**src/rtl/load_store_unit_if.sv**
```systemverilog
// -----------------------------------------------------------------------------
// load_store_unit_if
// Bundles the three handshakes around the load/store unit:
//   request  : req_valid/req_ready with req_op, req_addr, req_wdata, req_rd, flush
//   memory   : en_DM_rd, en_DM_wr, mem_addr, mem_din (to memory), mem_dout (from memory)
//   writeback: wb_valid/wb_ready with wb_rd, wb_data
//   status   : busy
// slave  modport : the load/store unit itself.
// master modport : its surroundings (execute stage, data memory, writeback).
// -----------------------------------------------------------------------------
interface load_store_unit_if #(
  parameter int ADDR_W = 8,
  parameter int DATA_W = 8,
  parameter int REG_W  = 3
);
  logic              req_valid;
  logic              req_ready;
  logic              req_op;
  logic [ADDR_W-1:0] req_addr;
  logic [DATA_W-1:0] req_wdata;
  logic [REG_W-1:0]  req_rd;
  logic              flush;
  logic              en_DM_rd;
  logic              en_DM_wr;
  logic [ADDR_W-1:0] mem_addr;
  logic [DATA_W-1:0] mem_din;
  logic [DATA_W-1:0] mem_dout;
  logic              wb_valid;
  logic              wb_ready;
  logic [REG_W-1:0]  wb_rd;
  logic [DATA_W-1:0] wb_data;
  logic              busy;

  modport slave (
    input  req_valid, req_op, req_addr, req_wdata, req_rd, flush,
    input  mem_dout, wb_ready,
    output req_ready, en_DM_rd, en_DM_wr, mem_addr, mem_din,
    output wb_valid, wb_rd, wb_data, busy
  );

  modport master (
    output req_valid, req_op, req_addr, req_wdata, req_rd, flush,
    output mem_dout, wb_ready,
    input  req_ready, en_DM_rd, en_DM_wr, mem_addr, mem_din,
    input  wb_valid, wb_rd, wb_data, busy
  );
endinterface

```
**src/rtl/load_store_unit.sv**
```systemverilog
// -----------------------------------------------------------------------------
// load_store_unit
// Sequences LD / STS requests from the execute stage into a 256x8 data memory
// with a registered read port, and returns load results to writeback.
// Ports:
//   clk   : rising-edge clock
//   rst_n : asynchronous active-low reset
//   bus   : load_store_unit_if.slave (request, memory and writeback handshakes)
// Flow: IDLE -> ACCESS (enables high one cycle) -> IDLE for a store, or
//       -> CAPTURE (memory data arriving) -> WB (hold until wb_ready) for a load.
// -----------------------------------------------------------------------------
module load_store_unit #(
  parameter int ADDR_W = 8,
  parameter int DATA_W = 8,
  parameter int REG_W  = 3
) (
  input  logic                  clk,
  input  logic                  rst_n,
  load_store_unit_if.slave      bus
);

  typedef enum logic [1:0] {
    IDLE    = 2'd0,
    ACCESS  = 2'd1,
    CAPTURE = 2'd2,
    WB      = 2'd3
  } state_t;

  state_t            state_q, state_d;
  logic              op_q, op_d;
  logic [REG_W-1:0]  rd_q, rd_d;
  logic              en_rd_q, en_rd_d;
  logic              en_wr_q, en_wr_d;
  logic [ADDR_W-1:0] addr_q, addr_d;
  logic [DATA_W-1:0] din_q, din_d;
  logic              wb_valid_q, wb_valid_d;
  logic [DATA_W-1:0] wb_data_q, wb_data_d;
  logic [REG_W-1:0]  wb_rd_q, wb_rd_d;

  // Every register resets so that an access in flight is abandoned outright;
  // en_DM_wr in particular falls as soon as rst_n does, before any later edge.
  always_ff @(posedge clk or negedge rst_n) begin
    if (!rst_n) begin
      state_q    <= IDLE;
      op_q       <= 1'b0;
      rd_q       <= '0;
      en_rd_q    <= 1'b0;
      en_wr_q    <= 1'b0;
      addr_q     <= '0;
      din_q      <= '0;
      wb_valid_q <= 1'b0;
      wb_data_q  <= '0;
      wb_rd_q    <= '0;
    end else begin
      state_q    <= state_d;
      op_q       <= op_d;
      rd_q       <= rd_d;
      en_rd_q    <= en_rd_d;
      en_wr_q    <= en_wr_d;
      addr_q     <= addr_d;
      din_q      <= din_d;
      wb_valid_q <= wb_valid_d;
      wb_data_q  <= wb_data_d;
      wb_rd_q    <= wb_rd_d;
    end
  end

  always_comb begin
    state_d    = state_q;
    op_d       = op_q;
    rd_d       = rd_q;
    // Enables are single-cycle pulses: they only rise on the accept edge and
    // fall again at the following edge.
    en_rd_d    = 1'b0;
    en_wr_d    = 1'b0;
    // Address and write data hold their last value between accesses.
    addr_d     = addr_q;
    din_d      = din_q;
    wb_valid_d = wb_valid_q;
    wb_data_d  = wb_data_q;
    wb_rd_d    = wb_rd_q;

    unique case (state_q)
      IDLE: begin
        // flush has no meaning here: nothing is pending yet.
        if (bus.req_valid) begin
          op_d    = bus.req_op;
          rd_d    = bus.req_rd;
          addr_d  = bus.req_addr;
          din_d   = bus.req_wdata;
          en_wr_d = bus.req_op;
          en_rd_d = ~bus.req_op;
          state_d = ACCESS;
        end
      end
      ACCESS: begin
        // Memory performs the access at this edge. Stores cannot be aborted
        // because the write has already been committed by then.
        if (op_q || bus.flush) begin
          state_d = IDLE;
        end else begin
          state_d = CAPTURE;
        end
      end
      CAPTURE: begin
        if (bus.flush) begin
          state_d = IDLE;
        end else begin
          wb_data_d  = bus.mem_dout;
          wb_rd_d    = rd_q;
          wb_valid_d = 1'b1;
          state_d    = WB;
        end
      end
      WB: begin
        // flush and wb_ready leave the same way; with flush the result is
        // simply dropped rather than consumed.
        if (bus.flush || bus.wb_ready) begin
          wb_valid_d = 1'b0;
          state_d    = IDLE;
        end
      end
      default: begin
        state_d = IDLE;
      end
    endcase
  end

  // req_ready is gated by rst_n so it drops the instant reset asserts,
  // without waiting for the state register to be observed as IDLE.
  assign bus.req_ready = (state_q == IDLE) && rst_n;
  assign bus.busy      = (state_q != IDLE);
  assign bus.en_DM_rd  = en_rd_q;
  assign bus.en_DM_wr  = en_wr_q;
  assign bus.mem_addr  = addr_q;
  assign bus.mem_din   = din_q;
  assign bus.wb_valid  = wb_valid_q;
  assign bus.wb_data   = wb_data_q;
  assign bus.wb_rd     = wb_rd_q;

endmodule
```
**src/flat_wrapper.sv**
```systemverilog
// flat-port wrapper written by rule: the top's interface ports become plain ports
module load_store_unit_flat 
#(
  parameter int ADDR_W = 8,
  parameter int DATA_W = 8,
  parameter int REG_W  = 3
)
  (clk, rst_n, bus_req_valid, bus_req_op, bus_req_addr, bus_req_wdata, bus_req_rd, bus_flush, bus_mem_dout, bus_wb_ready, bus_req_ready, bus_en_DM_rd, bus_en_DM_wr, bus_mem_addr, bus_mem_din, bus_wb_valid, bus_wb_rd, bus_wb_data, bus_busy);
  load_store_unit_if #(.ADDR_W(ADDR_W), .DATA_W(DATA_W), .REG_W(REG_W)) bus_i ();
  input  logic clk;
  input  logic rst_n;
  input wire logic [$bits(bus_i.req_valid)-1:0] bus_req_valid;
  input wire logic [$bits(bus_i.req_op)-1:0] bus_req_op;
  input wire logic [$bits(bus_i.req_addr)-1:0] bus_req_addr;
  input wire logic [$bits(bus_i.req_wdata)-1:0] bus_req_wdata;
  input wire logic [$bits(bus_i.req_rd)-1:0] bus_req_rd;
  input wire logic [$bits(bus_i.flush)-1:0] bus_flush;
  input wire logic [$bits(bus_i.mem_dout)-1:0] bus_mem_dout;
  input wire logic [$bits(bus_i.wb_ready)-1:0] bus_wb_ready;
  output wire logic [$bits(bus_i.req_ready)-1:0] bus_req_ready;
  output wire logic [$bits(bus_i.en_DM_rd)-1:0] bus_en_DM_rd;
  output wire logic [$bits(bus_i.en_DM_wr)-1:0] bus_en_DM_wr;
  output wire logic [$bits(bus_i.mem_addr)-1:0] bus_mem_addr;
  output wire logic [$bits(bus_i.mem_din)-1:0] bus_mem_din;
  output wire logic [$bits(bus_i.wb_valid)-1:0] bus_wb_valid;
  output wire logic [$bits(bus_i.wb_rd)-1:0] bus_wb_rd;
  output wire logic [$bits(bus_i.wb_data)-1:0] bus_wb_data;
  output wire logic [$bits(bus_i.busy)-1:0] bus_busy;
  assign bus_i.req_valid = bus_req_valid;
  assign bus_i.req_op = bus_req_op;
  assign bus_i.req_addr = bus_req_addr;
  assign bus_i.req_wdata = bus_req_wdata;
  assign bus_i.req_rd = bus_req_rd;
  assign bus_i.flush = bus_flush;
  assign bus_i.mem_dout = bus_mem_dout;
  assign bus_i.wb_ready = bus_wb_ready;
  assign bus_req_ready = bus_i.req_ready;
  assign bus_en_DM_rd = bus_i.en_DM_rd;
  assign bus_en_DM_wr = bus_i.en_DM_wr;
  assign bus_mem_addr = bus_i.mem_addr;
  assign bus_mem_din = bus_i.mem_din;
  assign bus_wb_valid = bus_i.wb_valid;
  assign bus_wb_rd = bus_i.wb_rd;
  assign bus_wb_data = bus_i.wb_data;
  assign bus_busy = bus_i.busy;
  load_store_unit #(.ADDR_W(ADDR_W), .DATA_W(DATA_W), .REG_W(REG_W)) u_core (.clk(clk), .rst_n(rst_n), .bus(bus_i));
endmodule
```
**config.mk**
```make
export PLATFORM = sky130hd
export DESIGN_NAME = load_store_unit_flat
export DESIGN_NICKNAME = d
export VERILOG_FILES = /design/src/rtl/load_store_unit_if.sv /design/src/rtl/load_store_unit.sv /design/src/flat_wrapper.sv
export SDC_FILE = /design/constraint.sdc
export NUM_CORES = 1
export LEC_CHECK = 0
export CAP_MARGIN = 20
export CORE_MARGIN = 4
export CORE_UTILIZATION = 44
export CTS_BUF_LIST = sky130_fd_sc_hd__clkbuf_4 sky130_fd_sc_hd__clkbuf_8 sky130_fd_sc_hd__clkbuf_16
export DETAILED_ROUTE_END_ITERATION = 10
export PLACE_DENSITY = 0.84
export SLEW_MARGIN = 15
export SYNTH_ARGS = -nofsm -noshare
export SYNTH_HDL_FRONTEND = slang
export SYNTH_SLANG_ARGS = --single-unit
```
**constraint.sdc**
```tcl
create_clock -name clk -period 3.4 [get_ports clk]
set_clock_uncertainty 0.05 [all_clocks]
set_input_delay 0.68 -clock clk [delete_from_list [all_inputs] [get_ports clk]]
set_output_delay 0.68 -clock clk [all_outputs]
set_load 0.05 [all_outputs]
```
==> results.cfg, run 1 <==
[power]
ir_drop_uv = 557
power_leakage_nw = 0.936
p_per_area_mw_per_mm2 = 1110

[sta]
worst_pin_slew_ns = 0.530
fin_crit_sh_pct = 72.3
setup_viol = 0
drv_slew = 0
rsz0062_at_grt = false
finalSetupTns_ns = 0
hold_viol_final = 0
slew_headroom_pct = 64.6
fmax_mhz = 407
min_period_ns = 2.46

[global_routing]
grt_pass1_wl_um = 5140
grt_overflow = 0
antenna_found_initial = 0
grtUsageTotal_pct = 16.4
grt_pass1_vias = 1108
grt_max_degree = 37

[place]
gp_congestion = 0.709
place_inst = 195
dp_hpwl_um = 2350
io_buffers = 64

[run]
cap_violations = 0

[cts]
cts_max_path_buffers = 2
tritoncts = built
cts.clk_slew.worst_paths_ns = 0.10
cts-resized-gates = 0
numCtsBuffers = 5
clock_latency_ns = 0.32
post_cts_buffers = 0
htreeDepth = 2
ctsHoldBuffers = 0
cts_root_buf = clkbuf_4
cts.sinks = 36

[worst_setup_path]
timing.rr.end = u_core.bus.wb_data[2]
cp.required_ns = 2.67
cp_max_fo = 5
rr_worst_depth = 3
cp_slowest_cell = clkdlybuf4s50_1
cp-start-kind = flop
criticalPathCategory = reg -> out
max_stage_delay_ns = 0.70
path_cells = nor2_2, inv_1, clkdlybuf4s50_1
rrSetupSlack_ns = 1.80
crit_path_end_kind = output pin
reg2reg_from = u_core.state_q[1]
cp.arrival_ns = 1.73

[logic_synthesis]
synth_warnings = 0
netlist_instances = 89
ys_types = 20
ys_top_cells_by_area = dfrtp_1, mux2_2, mux2_4, mux2_1, buf_12
synth_top_area_share_pct = 63.3
synth_seq_cells = 36
syn_area_mm2 = 0.00142
syn_nets = 122
syn_area_per_cell_um2 = 16.0
ys_seq_area_share_pct = 63.3
post-synth-top-area-cell = dfrtp_1

[routing]
initialDrtViolationCount = 17
viasPerCell = 4.73
ant_nets = 0
wl_per_cell_um = 15.0
drcViolationCount = 0
firstDrtPassIters = 4
vias = 956
drt_wl_total_um = 3040

[die]
core.rowCount = 20
floorplan.initialDensity_pct = 46.2
die_w_um = 64.9
coreArea_mm2 = 0.00308
fp.dieH_um = 64.9
io_pins = 65
dieArea_mm2 = 0.00421

[min_path]
hold_class = in -> async

[layout]
layoutNonFillerInstCount = 202
layout-drive-gt1-share_pct = 23.4
diodes = 0
fin_nets = 191
area_growth_pct = 49.7

[run_status]
outcome = finished, final reports clean
==> layer usage <==
layer	global-route usage (%)	part of all wire [%]
met1	18.5	40
met2	27.6	48
met3	8.15	11
met4	3.96	0.76
met5	0	0
==> logic make-up after synthesis <==
group / synth area share (%)
AND/OR/NAND/NOR: 5.10
flip-flops: 63.3
AO/OA/AOI/OAI: 1.94
buffers and inverters: 3.25
multiplexers: 26.4
==> critical path: cells and delay by family (launching register included) <==
| family | cells | cell delay [ns] |
|---|---|---|
| AND/OR/NAND/NOR | 1 | 0.21 |
| buffers and inverters | 2 | 0.76 |
| flip-flops | 1 | 0.43 |
==> sequential cells by signal, indices dropped and copies added (netlist names) <==
signal and flops:
u_core.bus.en_DM_wr 1, u_core.bus.wb_valid 1, u_core.op_q 1, u_core.state_q 2
u_core.bus.mem_addr 8, u_core.rd_q 3, u_core.bus.wb_data 8, u_core.bus.wb_rd 3
u_core.bus.en_DM_rd 1, u_core.bus.mem_din 8
==> where the power goes <==
group	internal (mW)	leakage (nW)	total (mW)	switching, mW
registers	0.631	0.429	0.740	0.109
clock network	0.0841	0.0315	0.210	0.126
logic	0.543	0.476	1.41	0.863
==> metrics by stage <==
stage	total power, mW	area, um2	worst slack, ns	hold slack, ns	utilization, %
after global routing	2.48	2130	0.863	0.423	69.2
final	2.36	2130	0.940	0.377	69.2
after detailed placement	2.17	2080	1.17	0.415	67.6
after CTS	2.38	2130	0.924	0.387	69.2
after global placement	2.13	2080	1.23	0.411	67.6
after floorplan	1.71	1420	1.58	0.334	-
==> how the worst max path moves through the flow <==
stage	startpoint	end	slack, ns	cells past startpoint
floorplan	rst_n	bus_req_ready	1.58	1
global placement	bus_flush	u_core.bus.wb_rd[0]	1.23	3
detailed placement	bus_flush	u_core.bus.wb_data[2]	1.17	3
CTS	u_core.state_q[1]	bus_busy	0.92	3
global route	u_core.state_q[1]	bus_busy	0.86	3
finish	u_core.state_q[1]	bus_busy	0.94	3
==> final cells by class <==
| cell class | instances | area, um2 |
|---|---|---|
| Fill cell | 236 | 948 |
| Inverter | 2 | 7.51 |
| Clock buffer | 6 | 45.0 |
| Tap cell | 44 | 55.1 |
| Timing Repair Buffer | 65 | 641 |
| Clock inverter | 1 | 5.00 |
| Sequential cell | 36 | 901 |
| Multi-Input combinational cell | 48 | 475 |
==> cells in the final DEF (no fill, tap or decap) <==
cell type        instances
and2_4                   1
a21oi_1                  2
nor2b_1                  1
nand2_1                  5
mux2_4                  10
nor2_2                   1
clkbuf_4                 6
a21o_1                   1
and2_1                   1
clkinv_2                 1
inv_1                    2
nor2_1                   1
or3b_2                   1
and2b_1                  1
and3_1                   1
o21ai_0                  2
dfrtp_1                 36
clkdlybuf4s50_1         62
mux2_1                   6
mux2_2                  14
buf_4                    2
buf_2                    1
==> synth_stat cells, drive strengths merged <==
library cell,count
and2,2
and2b,1
nor2,2
or3b,1
a21o,1
o21ai,2
buf,3
inv,2
mux2,30
a21oi,2
nor2b,1
and3,1
nand2,5
dfrtp,36
(Power assumes the default switching activity.)
==> run 2: changes to the inputs <==
--- a/config.mk
+++ b/config.mk
@@ -7,10 +7,10 @@
 export LEC_CHECK = 0
 export CAP_MARGIN = 20
 export CORE_MARGIN = 4
-export CORE_UTILIZATION = 44
+export CORE_UTILIZATION = 40
 export CTS_BUF_LIST = sky130_fd_sc_hd__clkbuf_4 sky130_fd_sc_hd__clkbuf_8 sky130_fd_sc_hd__clkbuf_16
 export DETAILED_ROUTE_END_ITERATION = 10
-export PLACE_DENSITY = 0.84
+export PLACE_DENSITY = 0.78
 export SLEW_MARGIN = 15
 export SYNTH_ARGS = -nofsm -noshare
 export SYNTH_HDL_FRONTEND = slang
==> constraint.sdc (replaced) <==
create_clock -name clk -period 2.5 [get_ports clk]
set_clock_uncertainty 0.05 [all_clocks]
set_input_delay 0.5 -clock clk [delete_from_list [all_inputs] [get_ports clk]]
set_output_delay 0.5 -clock clk [all_outputs]
set_load 0.05 [all_outputs]
==> results.cfg, run 2 (synthesized netlist as in run 1, its figures left out) <==
[place]
io_buffers = 64
dp_hpwl_um = 2330
gp_congestion = 0.697
place_inst = 197
place_area_mm2 = 0.00209
pre_cts_slack_ns = 0.439

[worst_setup_path]
cp.arrival_ns = 1.72
cp_max_fo = 5
cp_slowest_cell = clkdlybuf4s50_1
rr_worst_depth = 3
path_cells = nor2_2, inv_1, clkdlybuf4s50_1
reg2reg_from = u_core.state_q[1]
criticalPathCategory = reg -> out
rrSetupSlack_ns = 0.90
crit_path_end_kind = output pin
cp_num_buf_inv = 2
timing.rr.end = u_core.bus.wb_data[4]
cpLargestDelayFamily = buffers and inverters
max_stage_delay_ns = 0.69
cp-start-kind = flop
cp.required_ns = 1.95

[routing]
drcViolationCount = 0
wl_per_cell_um = 15.1
ant_nets = 0
viasPerCell = 4.64
drt_wl_total_um = 3090
vias = 952
firstDrtPassIters = 4
initialDrtViolationCount = 47

[die]
die_w_um = 67.6
fp.dieH_um = 67.6
dieArea_mm2 = 0.00457
floorplan.initialDensity_pct = 42.0
core.rowCount = 21
io_pins = 65
coreArea_mm2 = 0.00339

[layout]
layoutNonFillerInstCount = 205
diodes = 0
layout-drive-gt1-share_pct = 23.9
mostFrequentLayoutCell = clkdlybuf4s50_1
area_growth_pct = 51.5
fin_nets = 191
final_cell_mix = clkdlybuf4s50_1, dfrtp_1, mux2_2, mux2_4, mux2_1
fin_area_mm2 = 0.00216

[power]
p_switching_mw = 1.51
netSwitchingFraction_pct = 46.4
pwr-share-seq_pct = 31.1
power_frac_comb_pct = 59.0
pwr-share-clk_pct = 9.9
ir_drop_uv = 842
p_int_mw = 1.74
power_leakage_nw = 0.947
p_total_mw = 3.25
p_per_area_mw_per_mm2 = 1510

[sta]
worst_pin_slew_ns = 0.512
layout_setup_ws_ns = 0.227
drv_slew = 0
setup_viol = 0
hold_viol_final = 0
min_period_ns = 2.27
fmax_mhz = 440
finalSetupTns_ns = 0
fin_crit_sh_pct = 90.9
slew_headroom_pct = 65.8
rsz0062_at_grt = false

[global_routing]
grt_pass1_vias = 1022
grt_overflow = 0
grt_max_degree = 37
grtUsageTotal_pct = 15.1
antenna_found_initial = 0
grt_pass1_wl_um = 4860

[run_status]
outcome = finished, final reports clean

[cts]
numCtsBuffers = 5
cts_max_path_buffers = 2
post_cts_buffers = 0
tritoncts = built
cts-resized-gates = 0
clock_latency_ns = 0.33
ctsHoldBuffers = 0
cts.sinks = 36
cts_root_buf = clkbuf_4
cts.clk_slew.worst_paths_ns = 0.11
htreeDepth = 2

[run]
cap_violations = 0

[min_path]
hold_class = in -> async
-- run 2: per-layer routing --
metal | wire length (um) | vias up | share of wire [%] | track usage (%)
li1 | - | 440 | - | -
met5 | 0 | - | 0 | 0
met3 | 249 | 6 | 8.1 | 4.33
met4 | 62 | 0 | 2.0 | 9.11
met2 | 1540 | 43 | 50 | 26.1
met1 | 1240 | 463 | 40 | 16.0
-- run 2: worst max-delay path by stage --
stage / from / endpoint / slack (ns) / depth (start not counted)
finish: u_core.state_q[1] / bus_busy / 0.23 / 3
global route: u_core.state_q[1] / bus_busy / 0.13 / 3
CTS: u_core.state_q[1] / bus_busy / 0.20 / 3
detailed placement: bus_flush / u_core.bus.wb_data[4] / 0.44 / 3
global placement: bus_flush / u_core.bus.wb_data[4] / 0.48 / 3
floorplan: u_core.state_q[1] / bus_req_ready / 0.95 / 2
-- run 2: cell type report --
class | instances | area [um2]
clock buffer | 6 | 51.3
timing repair buffer | 65 | 653
fill | 260 | 1230
tap | 46 | 57.6
inverter | 2 | 7.51
clock inverter | 2 | 10.0
multi-input combinational | 48 | 475
sequential | 36 | 901
-- run 2: metrics by stage --
step	hold WS [ns]	utilization (%)
2_1_floorplan	0.154	-
3_3_place_gp	0.412	61.8
3_5_place_dp	0.414	61.8
4_1_cts	0.181	63.6
5_1_grt	0.200	63.6
6_report	0.182	63.6
-- run 2: power by group through the flow --
stage               sequential, mW  clock, mW  combinational (mW)
floorplan                     1.84          0               0.483
global placement              1.01          0                1.91
detailed placement            1.03          0                1.94
CTS                           1.01      0.341                1.94
global route                  1.05      0.363                2.00
finish                        1.01      0.322                1.92
==> run 3: changes to the inputs <==
--- a/config.mk
+++ b/config.mk
@@ -5,13 +5,14 @@
 export SDC_FILE = /design/constraint.sdc
 export NUM_CORES = 1
 export LEC_CHECK = 0
+export ABC_CLOCK_PERIOD_IN_PS = 2500
 export CAP_MARGIN = 20
 export CORE_MARGIN = 4
 export CORE_UTILIZATION = 40
 export CTS_BUF_LIST = sky130_fd_sc_hd__clkbuf_4 sky130_fd_sc_hd__clkbuf_8 sky130_fd_sc_hd__clkbuf_16
 export DETAILED_ROUTE_END_ITERATION = 10
 export PLACE_DENSITY = 0.78
-export SLEW_MARGIN = 15
+export SLEW_MARGIN = 20
 export SYNTH_ARGS = -nofsm -noshare
 export SYNTH_HDL_FRONTEND = slang
 export SYNTH_SLANG_ARGS = --single-unit
==> results of run 3 <==
No change in the layout: final DEF, timing and power equal those of run 2.
